**src/rtl/pipe_stage_reg.sv**
```systemverilog
// ---------------------------------------------------------------------------
// pipe_stage_reg
//   Inter-stage pipeline register with a valid/ready handshake, synchronous
//   flush and an optional 2-entry skid buffer. With SKID=1, in_ready comes
//   straight from a flop, so a stall never ripples combinationally upstream.
//   With SKID=0 it is a single register whose in_ready follows out_ready.
//
// Parameters
//   WIDTH      payload width in bits (1..256)
//   RESET_VAL  value of out_data and of the skid data register after reset
//   SKID       1: 2-entry skid buffer, registered in_ready
//              0: single register, in_ready = ~out_valid | out_ready
//
// Ports
//   clk        clock, all state updates on posedge
//   rst        asynchronous active-high reset
//   flush      synchronous; drops every held entry and any coincident input
//   in_valid   upstream has data
//   in_ready   this stage accepts data this cycle
//   in_data    upstream payload
//   out_valid  out_data is valid
//   out_ready  downstream accepts this cycle
//   out_data   payload to the downstream stage
//   occupancy  number of held entries (0..2, at most 1 when SKID=0)
//
// State   | meaning
// --------+----------------------------------------------------------
// EMPTY   | nothing held (skid_valid=0, out_valid=0)
// FULL1   | one entry, in the output register (skid_valid=0, out_valid=1)
// FULL2   | two entries, oldest in output register, newest in skid register
//         | (skid_valid=1, out_valid=1); only reachable when SKID=1
// ---------------------------------------------------------------------------
module pipe_stage_reg #(
  parameter int unsigned           WIDTH     = 32,
  parameter logic [WIDTH-1:0]      RESET_VAL = '0,
  parameter bit                    SKID      = 1'b1
) (
  input  logic             clk,
  input  logic             rst,
  input  logic             flush,
  input  logic             in_valid,
  output logic             in_ready,
  input  logic [WIDTH-1:0] in_data,
  output logic             out_valid,
  input  logic             out_ready,
  output logic [WIDTH-1:0] out_data,
  output logic [1:0]       occupancy
);

  // Encoding is {skid_valid, out_valid} so both flags come straight off the
  // state flops.
  typedef enum logic [1:0] {
    EMPTY = 2'b00,
    FULL1 = 2'b01,
    FULL2 = 2'b11
  } state_t;

  state_t           state_q, state_nxt;
  logic [WIDTH-1:0] out_data_q, out_data_nxt;
  logic [WIDTH-1:0] skid_data_q, skid_data_nxt;
  logic             skid_valid;
  logic             in_xfer;
  logic             out_xfer;

  assign out_valid  = state_q[0];
  assign skid_valid = state_q[1];
  assign out_data   = out_data_q;
  assign occupancy  = {1'b0, out_valid} + {1'b0, skid_valid};

  generate
    if (SKID) begin : g_ready_reg
      // Purely a flop output: no path from out_ready.
      assign in_ready = ~skid_valid;
    end else begin : g_ready_comb
      assign in_ready = ~out_valid | out_ready;
    end
  endgenerate

  assign in_xfer  = in_valid & in_ready;
  assign out_xfer = out_valid & out_ready;

  always_ff @(posedge clk or posedge rst) begin
    if (rst) begin
      state_q     <= EMPTY;
      out_data_q  <= RESET_VAL;
      skid_data_q <= RESET_VAL;
    end else begin
      state_q     <= state_nxt;
      out_data_q  <= out_data_nxt;
      skid_data_q <= skid_data_nxt;
    end
  end

  always_comb begin
    state_nxt     = state_q;
    out_data_nxt  = out_data_q;
    skid_data_nxt = skid_data_q;

    if (flush) begin
      // Data registers hold; their contents are meaningless once invalid.
      state_nxt = EMPTY;
    end else begin
      unique case (state_q)
        EMPTY: begin
          if (in_xfer) begin
            state_nxt    = FULL1;
            out_data_nxt = in_data;
          end
        end
        FULL1: begin
          if (in_xfer && out_xfer) begin
            out_data_nxt = in_data;
          end else if (in_xfer) begin
            // Only reachable with SKID=1: with SKID=0 an input transfer
            // while full implies out_ready, handled above.
            state_nxt     = FULL2;
            skid_data_nxt = in_data;
          end else if (out_xfer) begin
            state_nxt = EMPTY;
          end
        end
        FULL2: begin
          if (out_xfer) begin
            state_nxt    = FULL1;
            out_data_nxt = skid_data_q;
          end
        end
        default: state_nxt = EMPTY;
      endcase
    end
  end

endmodule
```
**config.mk**
```make
export PLATFORM = sky130hd
export DESIGN_NAME = pipe_stage_reg
export DESIGN_NICKNAME = d
export VERILOG_FILES = /design/src/rtl/pipe_stage_reg.sv
export SDC_FILE = /design/constraint.sdc
export NUM_CORES = 1
export LEC_CHECK = 0
export ABC_AREA = 0
export CORE_MARGIN = 2
export CORE_UTILIZATION = 45
export DETAILED_ROUTE_END_ITERATION = 12
export PLACE_DENSITY = 0.76
export SLEW_MARGIN = 15
export SYNTH_ARGS = -nofsm -noshare
export SYNTH_HDL_FRONTEND = slang
export SYNTH_SLANG_ARGS = --single-unit
```
**constraint.sdc**
```tcl
create_clock -name clk -period 2.01 [get_ports clk]
set_input_delay 0.5025 -clock clk [delete_from_list [all_inputs] [get_ports clk]]
set_output_delay 0.5025 -clock clk [all_outputs]
set_load 0.05 [all_outputs]
```
==> results by group <==
Run status
  – Outcome: finished clean

Synth
  – Mapped Area: between 3000 and 4000 um2
  – Post-synth top area cell: dfrtp_1
  – Yosys cell types: 23
  – Post-synthesis sequential area ratio: a little over half
  – Top-area cell type share of the netlist area: a little over half
  – Syn Inst Count: between 150 and 200
  – #FFs+latches synth: 66
  – Post-synth ARST share: 100%
  – Synth area leaders: dfrtp_1, mux2_2, mux2_4
  – Yosys warns: 0
  – Post-synth EDFFs: 0
  – Synth Area per Inst: approximately 16 um2
  – Synth Net Count: around 240
  – Top FF cell, synth: dfrtp_1

Global route
  – Global router's overall resource usage: ~17%
  – Vias in the first global route: roughly 2000
  – Gr ovfl total: 0
  – Initial antenna violation count: 0
  – Largest net degree at the start of global routing: 28
  – First-pass GRT wire length: slightly below 10000 um

Floorplan
  – Initial Util: around 46%
  – Ports: 73
  – Core Region: about 6800 um2
  – Die width: around 87 um
  – Die area: ~7600 um2
  – Die Y: around 87 um
  – Row cnt: 30

Worst setup path
  – Critical path depth: 3
  – Critical path's top delay family: flip-flops
  – CP max FO: 7
  – FF-to-FF path depth: 7
  – Worst Path Arrival: around 1.4 ns
  – RR Startpoint: state_q[1]$_DFFE_PP0P_
  – CP startpoint: state_q[0]$_DFFE_PP0P_
  – Worst Setup Path Type: reg -> out
  – Setup slack, reg-to-reg: 0.24 ns
  – Critical-path top delay cell: dfrtp_2
  – CP endpoint kind: output pin
  – Buf/Inv on CP: 2
  – Crit path launch type: register
  – Required @ worst endpoint: around 1.5 ns
  – Critical path, cell by cell: inv_1 -> ha_1 -> buf_12
  – Crit Reg-Reg Endpoint: state_q[1]$_DFFE_PP0P_
  – Delay of the slowest critical-path stage: around 0.45 ns

Placement
  – Setup WS pre-CTS: -0.114 ns
  – Cell count after placement: ~350
  – GPL Wtd Cong: ~0.70
  – Detailed Place HPWL: just over 4000 um
  – Port Buffers: 72

Clock tree
  – CTS sink cnt: 66
  – Clk buf depth: 2
  – CTS tree: yes
  – Clock-pin slew on the worst setup and hold paths: about 0.07 ns
  – H-tree depth: 3
  – CTS Buf Count: 9
  – Setup Fix Bufs, Post-CTS: 0
  – Worst skew pair latency: ~0.34 ns
  – CTS Root Buffer Type: clkbuf_8

Cells and area
  – Share of cells above drive strength 1: a little under half
  – Final nets: about 320
  – Ant diodes: 0
  – Multi-input gate area: between 1000 and 1500 um2
  – Area Overhead vs Synth: 34.6%
  – FILL cells: approximately 540
  – Most common cell after layout, fill and taps aside: mux2_2
  – Reg area: roughly 1700 um2
  – Commonest cells after routing, fill and taps aside: mux2_2, dfrtp_1, clkdlybuf4s50_1
  – Post-route non-filler standard cell count: 364

STA
  – Endpoints failing hold: 0
  – Max Slew Vio Count: 0
  – Setup ws final: ~0.13 ns
  – Fmax: 531 MHz
  – Layout Skew: 0.00771 ns
  – Fin crit share: between 90% and 100%
  – Period minus WS final: around 1.9 ns
  – Measured slew at the worst slew-check pin: 0.498 ns
  – Final setup fails: 0
  – RSZ-0062 raised after global routing: false
  – Max_slew headroom: between 60% and 70%
  – Hold Slack: ~0.50 ns

Power
  – Peak VDD IR: roughly 0.95 mV
  – Pwr dens: roughly 1600 nW/um2
  – Leakage power: 1.93 nW

Drt
  – Drt first pass iters: 4
  – Detailed Route WL: between 5000 and 6000 um
  – Wire length per cell: about 16 um
  – 1st-iter DRT viols: 83
  – DR vias/cell: ~5.1
  – ANT nets after route: 0
  – # DRC: 0
  – Via count: about 1900

Worst hold path
  – Hold Crit Class: in -> async

Job
  – Max-cap viol count: 0
==> where the power goes <==
group          total (mW)  switching (mW)  internal [mW]
logic                3.34            1.90           1.44
registers            2.36           0.363           2.00
clock network        1.14           0.472          0.666
==> flip-flops by register name, summed over array words and instances, names as in the netlist <==
signal,cells
out_data,32
state_q,2
skid_data_q,32
==> synthesized netlist by cell type (2+ instances only) <==
cell,number
mux2_4,30
nand2b_1,2
buf_6,3
buf_2,6
mux2_2,66
ha_1,4
nand2_1,3
dfrtp_1,66
inv_1,3
mux2i_1,2
==> cell type report <==
cell class,count,share of cell area (%)
clock buffer,13,4.02
clock inverter,2,0.834
inverter,3,0.358
multi-input combinational,119,33.4
sequential,66,39.4
tap,80,2.38
timing repair buffer,81,19.6
==> stage by stage <==
| stage | TNS [ns] | power (mW) | cell area [um2] | utilization, % |
|---|---|---|---|---|
| finish | 0 | 6.84 | 4200 | 62.1 |
| global route | 0 | 7.19 | 4200 | 62.1 |
| CTS | 0 | 6.93 | 4200 | 62.1 |
| detailed placement | -5.64 | 5.95 | 4020 | 59.6 |
| global placement | -4.18 | 5.87 | 4020 | 59.6 |
| floorplan | 0 | 4.83 | 3140 | - |
==> metal layers <==
layer  up-vias  share of wire [%]  global-route usage [%]
li1        874                  -                       -
met1       929                 45                    21.5
met2        56                 48                    27.1
met3        14                4.8                    4.93
met4         0                2.2                    7.69
met5         -                  0                       0
==> repair_timing <==
| action | in CTS | in global routing |
|---|---|---|
| gates resized for setup | 26 | 2 |
| hold buffers | 0 | 0 |
| setup endpoints to repair | 26 | 4 |
| pin swaps | 0 | 0 |
==> worst max path at each step <==
| stage | slack, ns | end |
|---|---|---|
| 6_report | 0.13 | occupancy[0] |
| 5_1_grt | 0.05 | occupancy[0] |
| 4_1_cts | 0.002 | out_data[16] |
| 3_5_place_dp | -0.11 | skid_data_q[8]$_DFFE_PP0P_ |
| 3_3_place_gp | -0.08 | skid_data_q[8]$_DFFE_PP0P_ |
| 2_1_floorplan | 0.01 | state_q[0]$_DFFE_PP0P_ |
==> worst reg2reg max path, delay by kind of cell (launching register included) <==
family | cells | cell delay (ns)
simple gates | 1 | 0.22
buf+inv | 2 | 0.24
compound gates | 2 | 0.38
flops | 1 | 0.44
fa+ha+maj | 1 | 0.24
mux | 1 | 0.17
==> cell families after synthesis <==
logic type | share of synthesized area, %
AO/OA/AOI/OAI | 1.60
adder cells (fa/ha/maj) | 1.60
buffers and inverters | 2.53
flip-flops | 52.9
multiplexers | 38.9
AND/OR/NAND/NOR | 2.45
Note: power is estimated with default switching activity, not from simulation.
